--- src/rtl/lv2_pkg.sv ---
// Shared constants, types and helpers for the LV2 buffer-full / L1A-request producer.
package lv2_pkg;

    localparam int LV2_DEPTH    = 16;
    localparam int LV2_AW       = 4;
    localparam int LV2_TAG_W    = 32;
    localparam int LV2_FULL_THR = 16;
    localparam int LV2_CNT_W    = 32;

    typedef logic [LV2_TAG_W-1:0] lv2_tag_t;
    typedef logic [LV2_CNT_W-1:0] lv2_cnt_t;

    // Accepted-request counter sticks at all-ones rather than wrapping.
    function automatic lv2_cnt_t lv2_sat_inc(input lv2_cnt_t v);
        return (v == '1) ? v : v + LV2_CNT_W'(1);
    endfunction

endpackage : lv2_pkg

--- src/rtl/lv2_tag_fifo.sv ---
// First-word-fall-through tag FIFO with synchronous flush; flush wins over push and pop.
module lv2_tag_fifo
    import lv2_pkg::*;
#(
    parameter int DEPTH = LV2_DEPTH,
    parameter int AW    = LV2_AW,
    parameter int TAG_W = LV2_TAG_W
) (
    input  logic             clk,
    input  logic             rst_n,
    input  logic             i_flush,
    input  logic             i_push,
    input  logic [TAG_W-1:0] i_din,
    input  logic             i_pop,
    output logic [TAG_W-1:0] o_dout,
    output logic             o_valid,
    output logic [AW:0]      o_count
);

    localparam logic [AW:0] LP_FULL = (AW+1)'(DEPTH);

    logic [TAG_W-1:0] r_mem [DEPTH];
    logic [AW-1:0]    r_wr_ptr;
    logic [AW-1:0]    r_rd_ptr;
    logic [AW:0]      r_count;
    logic             w_do_push;
    logic             w_do_pop;

    assign w_do_push = i_push && !i_flush && (r_count != LP_FULL);
    assign w_do_pop  = i_pop  && !i_flush && (r_count != '0);

    // NOTE: state registers use non-blocking assignments so every flop samples pre-edge values.
    always_ff @(posedge clk or negedge rst_n) begin
        if (!rst_n) begin
            r_wr_ptr <= '0;
            r_rd_ptr <= '0;
            r_count  <= '0;
        end else if (i_flush) begin
            r_wr_ptr <= '0;
            r_rd_ptr <= '0;
            r_count  <= '0;
        end else begin
            if (w_do_push) r_wr_ptr <= r_wr_ptr + AW'(1);
            if (w_do_pop)  r_rd_ptr <= r_rd_ptr + AW'(1);
            case ({w_do_push, w_do_pop})
                2'b10:   r_count <= r_count + (AW+1)'(1);
                2'b01:   r_count <= r_count - (AW+1)'(1);
                default: r_count <= r_count;
            endcase
        end
    end

    // NOTE: storage is not reset; o_count/o_valid alone decide which entries are meaningful.
    always_ff @(posedge clk) begin
        if (w_do_push) r_mem[r_wr_ptr] <= i_din;
    end

    // Head is forced to zero while empty so stale storage never leaks onto the tag bus.
    assign o_valid = (r_count != '0);
    assign o_dout  = o_valid ? r_mem[r_rd_ptr] : '0;
    assign o_count = r_count;

endmodule : lv2_tag_fifo

--- src/rtl/lv2_buf_ctrl.sv ---
// LV2 buffer producer: live-edge flush, L1A accept gating, event tagging and registered buffer-full.
module lv2_buf_ctrl
    import lv2_pkg::*;
#(
    parameter int DEPTH    = LV2_DEPTH,
    parameter int AW       = LV2_AW,
    parameter int TAG_W    = LV2_TAG_W,
    parameter int FULL_THR = LV2_FULL_THR
) (
    input  logic             clk,
    input  logic             rst_n,
    input  logic             in_live,
    input  logic             lv1a_req,
    output logic             lv2_buffer_full,
    output logic             lv1a_acc,
    output logic             ev_valid,
    output logic [TAG_W-1:0] ev_tag,
    input  logic             ev_ready,
    output logic [AW:0]      occupancy,
    output logic [31:0]      l1a_acc_cnt
);

    localparam logic [AW:0] LP_THR = (AW+1)'(FULL_THR);

    logic             r_pre_live;
    logic             r_full;
    logic             r_acc;
    logic [TAG_W-1:0] r_tag;
    lv2_cnt_t         r_acc_cnt;

    logic             w_live_start;
    logic             w_accept;
    logic             w_pop;
    logic [AW:0]      w_count;
    logic [AW:0]      w_occ_next;
    logic [TAG_W-1:0] w_head;
    logic             w_valid;

    assign w_live_start = in_live && !r_pre_live;
    assign w_accept     = lv1a_req && in_live && !r_full && !w_live_start;
    assign w_pop        = w_valid && ev_ready;

    // NOTE: every always_comb output gets its default first so no path can infer a latch.
    always_comb begin
        w_occ_next = w_count;
        if (w_live_start) begin
            w_occ_next = '0;
        end else begin
            w_occ_next = w_count + (AW+1)'(w_accept) - (AW+1)'(w_pop);
        end
    end

    always_ff @(posedge clk or negedge rst_n) begin
        if (!rst_n) begin
            r_pre_live <= 1'b0;
            r_full     <= 1'b0;
            r_acc      <= 1'b0;
            r_tag      <= '0;
            r_acc_cnt  <= '0;
        end else begin
            r_pre_live <= in_live;
            r_acc      <= w_accept;
            // Full is built from the next-state count so accept gating sees it one cycle after the edge.
            r_full     <= (w_occ_next >= LP_THR);
            if (w_live_start) begin
                r_tag     <= '0;
                r_acc_cnt <= '0;
            end else if (w_accept) begin
                r_tag     <= r_tag + TAG_W'(1);
                r_acc_cnt <= lv2_sat_inc(r_acc_cnt);
            end
        end
    end

    lv2_tag_fifo #(
        .DEPTH (DEPTH),
        .AW    (AW),
        .TAG_W (TAG_W)
    ) u_fifo (
        .clk     (clk),
        .rst_n   (rst_n),
        .i_flush (w_live_start),
        .i_push  (w_accept),
        .i_din   (r_tag),
        .i_pop   (w_pop),
        .o_dout  (w_head),
        .o_valid (w_valid),
        .o_count (w_count)
    );

    assign lv2_buffer_full = r_full;
    assign lv1a_acc        = r_acc;
    assign ev_valid        = w_valid;
    assign ev_tag          = w_head;
    assign occupancy       = w_count;
    assign l1a_acc_cnt     = r_acc_cnt;

endmodule : lv2_buf_ctrl

--- config.mk ---
export PLATFORM = sky130hd
export DESIGN_NAME = lv2_buf_ctrl
export DESIGN_NICKNAME = d
export VERILOG_FILES = /design/src/rtl/lv2_pkg.sv /design/src/rtl/lv2_tag_fifo.sv /design/src/rtl/lv2_buf_ctrl.sv
export SDC_FILE = /design/constraint.sdc
export NUM_CORES = 1
export LEC_CHECK = 0
export CORE_UTILIZATION = 37
export DETAILED_ROUTE_END_ITERATION = 12
export GPL_TIMING_DRIVEN = 0
export PLACE_DENSITY_LB_ADDON = 0.2
export SYNTH_ARGS = -nofsm -noshare
export SYNTH_HDL_FRONTEND = slang
export SYNTH_HIERARCHICAL = 1
export SYNTH_SLANG_ARGS = --single-unit
--- constraint.sdc ---
create_clock -name clk -period 3 [get_ports clk]
set_input_delay 0.9 -clock clk [delete_from_list [all_inputs] [get_ports clk]]
set_output_delay 0.9 -clock clk [all_outputs]
set_load 0.05 [all_outputs]
==> insert_results.sql <==
INSERT INTO impl_metrics (metric_group, metric, value, unit) VALUES
('cts', 'numCtsBuffers', '66', ''),
('power_and_ir_drop', 'pwr-share-comb', '37.8', '%'),
('cells_and_area', 'syn2layout_area_growth', '30.27', '%'),
('timing', 'finalWorstSetupSlack', '-0.4941', 'ns'),
('floorplanning', 'floorplan_row_count', '93', ''),
('yosys', 'post_syn_nets', '1321', ''),
('cts', 'clockRootBuffer', 'clkbuf_16', ''),
('power_and_ir_drop', 'report.power.total', '0.02740', 'W'),
('yosys', 'synth-async-reset-ratio', '13.51', '%'),
('yosys', 'netlist_top_cells_count', '512 x edfxtp_1, 128 x mux4_2, 80 x dfrtp_1', ''),
('setup_path', 'reg2reg_from', 'u_fifo/o_count[3]', ''),
('yosys', 'synth.yosys.warnings', '6', ''),
('setup_path', 'critPathCapture', 'ev_tag[20]', ''),
('yosys', 'most_area_consuming_cells_after_synthesis', 'edfxtp_1 64%, mux4_2 12%, dfrtp_1 8.3%', ''),
('cells_and_area', 'multiInputGateArea', '0.007421', 'mm²'),
('status', 'status', 'complete, but fails checks', ''),
('setup_path', 'critical_path.top_delay_family', 'simple AND/OR/NAND/NOR gates', ''),
('yosys', 'synth_top_family_by_area', 'multiplexers', ''),
('cells_and_area', 'antenna_cells', '0', ''),
('yosys', 'synth-compound-area-share', '2.659', '%'),
('timing', 'fin_worst_skew', '0.02497', 'ns'),
('cells_and_area', 'finish.net_count', '1584', ''),
('route', 'dr.first_iter.drc_count', '1103', ''),
('setup_path', 'critPathSlowestCell', 'or4_4', ''),
('timing', 'timing_hold_violations_final', '0', ''),
('status', 'violated_checks', 'negative setup slack', ''),
('route', 'vias', '13722', ''),
('cts', 'cts-htree-levels', '3', ''),
('route', 'detail_route.wl_per_cell', '27.09', 'µm'),
('timing', 'final.min_clock_period', '3.494', 'ns'),
('route', 'drtAntennaViolNets', '0', ''),
('yosys', 'ys.flop_type', 'edfxtp_1', ''),
('power_and_ir_drop', 'switching_power', '0.008992', 'W'),
('yosys', 'synth_xor_xnor_area_share', '2.036', '%'),
('timing', 'setup-violations-final', '33', ''),
('placement', 'dpl_worst_slack', '-2.041', 'ns'),
('floorplanning', 'start_util', '37.44', '%'),
('cells_and_area', 'finish.instance_area', '0.03139', 'mm²'),
('placement', 'postPlaceCellArea', '0.02621', 'mm²'),
('setup_path', 'cp.depth', '9', ''),
('setup_path', 'worstPathArrival', '2.59', 'ns'),
('power_and_ir_drop', 'seq_power_share', '33.3', '%'),
('floorplanning', 'die_y', '257.2', 'µm'),
('yosys', 'synthMostInstantiatedCell', 'edfxtp_1', ''),
('yosys', 'yosysUniqueCellTypes', '58', ''),
('grt', 'grt_first_pass_wirelength', '96390', 'µm'),
('yosys', 'post_synthesis_cells', '1303', ''),
('setup_path', 'critical-path-max-stage-delay', '0.58', 'ns'),
('grt', 'groute.usage.overall', '20.28', '%'),
('grt', 'largest_net_degree_at_the_start_of_global_routing', '60', ''),
('yosys', 'syn_area_per_cell', '18.49', 'µm²'),
('yosys', 'yosys.area_share.adder', '0.6751', '%'),
('setup_path', 'r2r_slack', '-0.02', 'ns'),
('cells_and_area', 'fill_cells', '5197', ''),
('setup_path', 'crit_buf_inv', '5', ''),
('route', 'route.final.wire_length', '66880', 'µm'),
('placement', 'port_buffers', '76', ''),
('grt', 'global_routing_usage_on_met1', '27.73', '%'),
('yosys', 'synth_largest_area_cell', 'edfxtp_1', ''),
('power_and_ir_drop', 'ir_drop', '0.6874', 'mV'),
('floorplanning', 'coreArea', '0.06435', 'mm²'),
('setup_path', 'crit_required', '2.10', 'ns'),
('timing', 'fmax', '286.2', 'MHz'),
('power_and_ir_drop', 'swShare', '32.81', '%'),
('cts', 'post_cts_hold_buffer_count', '0', ''),
('placement', 'globalplace.congestion', '0.7547', ''),
('cts', 'cts_clock_pin_slew_for_the_worst_setup_and_hold_paths', '0.06', 'ns'),
('yosys', 'synth.mux.area_fraction', '14.80', '%'),
('cts', 'clock-sinks', '592', ''),
('cts', 'clock_insertion_delay_worst_skew', '0.60', 'ns'),
('timing', 'timing.final.crit_share', '116.5', '%');
## sequential cells by signal (all words and copies together), names as in the netlist
register	count
l1a_acc_cnt	32
r_tag	32
lv2_buffer_full	1
u_fifo/r_mem	512
lv1a_acc	1
r_pre_live	1
u_fifo/r_rd_ptr	4
u_fifo/r_wr_ptr	4
u_fifo/o_count	5
## how the worst min path moves through the flow
stage	startpoint	end	slack, ns	depth (start not counted)
6_report	rst_n	l1a_acc_cnt[11]	0.20	1
5_1_grt	rst_n	l1a_acc_cnt[10]	0.20	1
4_1_cts	rst_n	l1a_acc_cnt[10]	0.18	1
3_5_place_dp	l1a_acc_cnt[14]	l1a_acc_cnt[14]	0.56	1
3_3_place_gp	l1a_acc_cnt[14]	l1a_acc_cnt[14]	0.55	1
2_1_floorplan	u_fifo/r_rd_ptr[3]	u_fifo/r_rd_ptr[3]	0.54	2
## layout make-up
cell class,instances,area share [%]
plain buffers,66,2.428
clock buffers,86,5.669
clock inverters,30,0.9966
inverters,18,0.2511
multi-input cells,636,23.64
flip-flops and latches,592,55.38
well taps,855,3.408
repair buffers,186,8.224
## metrics by stage
stage	setup TNS (ns)	std cells
2_1_floorplan	-43.51	1303
3_3_place_gp	-1220.07	2234
3_5_place_dp	-1050.83	2235
4_1_cts	-20.19	2446
5_1_grt	-15.53	2469
6_report	-13.21	2469
## cells by family (layout without fill, tap and decap cells)
kind of cell | count (synthesis) | in the layout
flip-flops | 592 | 592
AND/OR/NAND/NOR | 250 | 266
multiplexers | 196 | 196
AO/OA/AOI/OAI | 105 | 105
buffers and inverters | 91 | 386
XOR/XNOR | 56 | 56
adder cells (fa/ha/maj) | 13 | 13
## worst register-to-register path, cell delays in order, from the launching register on
cell      delay (ns)
dfrtp_2         0.40
or4_4           0.58
nor2_8          0.14
inv_8           0.07
buf_4           0.15
buf_4           0.14
and2_4          0.15
nand2b_4        0.07
nor2_2          0.05
xor2_1          0.15
ha_2            0.26
and3_4          0.19
o21ai_2         0.06
xnor2_1         0.12
o221a_2         0.25
o22ai_2         0.14
## cell usage in the layout (no fill, tap or decap), types with 26 or more instances in the layout
master / count
nand3_1: 28
mux2i_2: 26
nor2_1: 46
clkbuf_16: 75
clkdlybuf4s50_1: 40
buf_6: 45
mux2i_4: 26
buf_4: 45
edfxtp_1: 512
buf_12: 69
xor2_1: 32
dfrtp_1: 75
mux4_2: 128
nand2_1: 49
## what timing repair did
item	4_1_cts	5_1_grt
gates cloned	21	6
pin swaps	43	17
setup buffers	80	20
resized for setup	487	72
setup endpoints to repair	561	328
## per-layer routing
layer / vias to the layer above / share of wire (%)
met5: - / 0
met2: 491 / 48
met1: 7314 / 42
met3: 107 / 6.9
li1: 5810 / -
met4: 0 / 2.6
## power by group through the flow
stage                     registers [W]  logic (W)  clock network (W)
final                           0.00913     0.0104            0.00790
after global routing            0.00915     0.0108            0.00838
after CTS                       0.00912    0.00978            0.00803
after detailed placement        0.00930    0.00774                  0
after global placement          0.00930    0.00772                  0
after floorplan                 0.00942    0.00525                  0
Note: power is estimated with default switching activity, not from simulation.
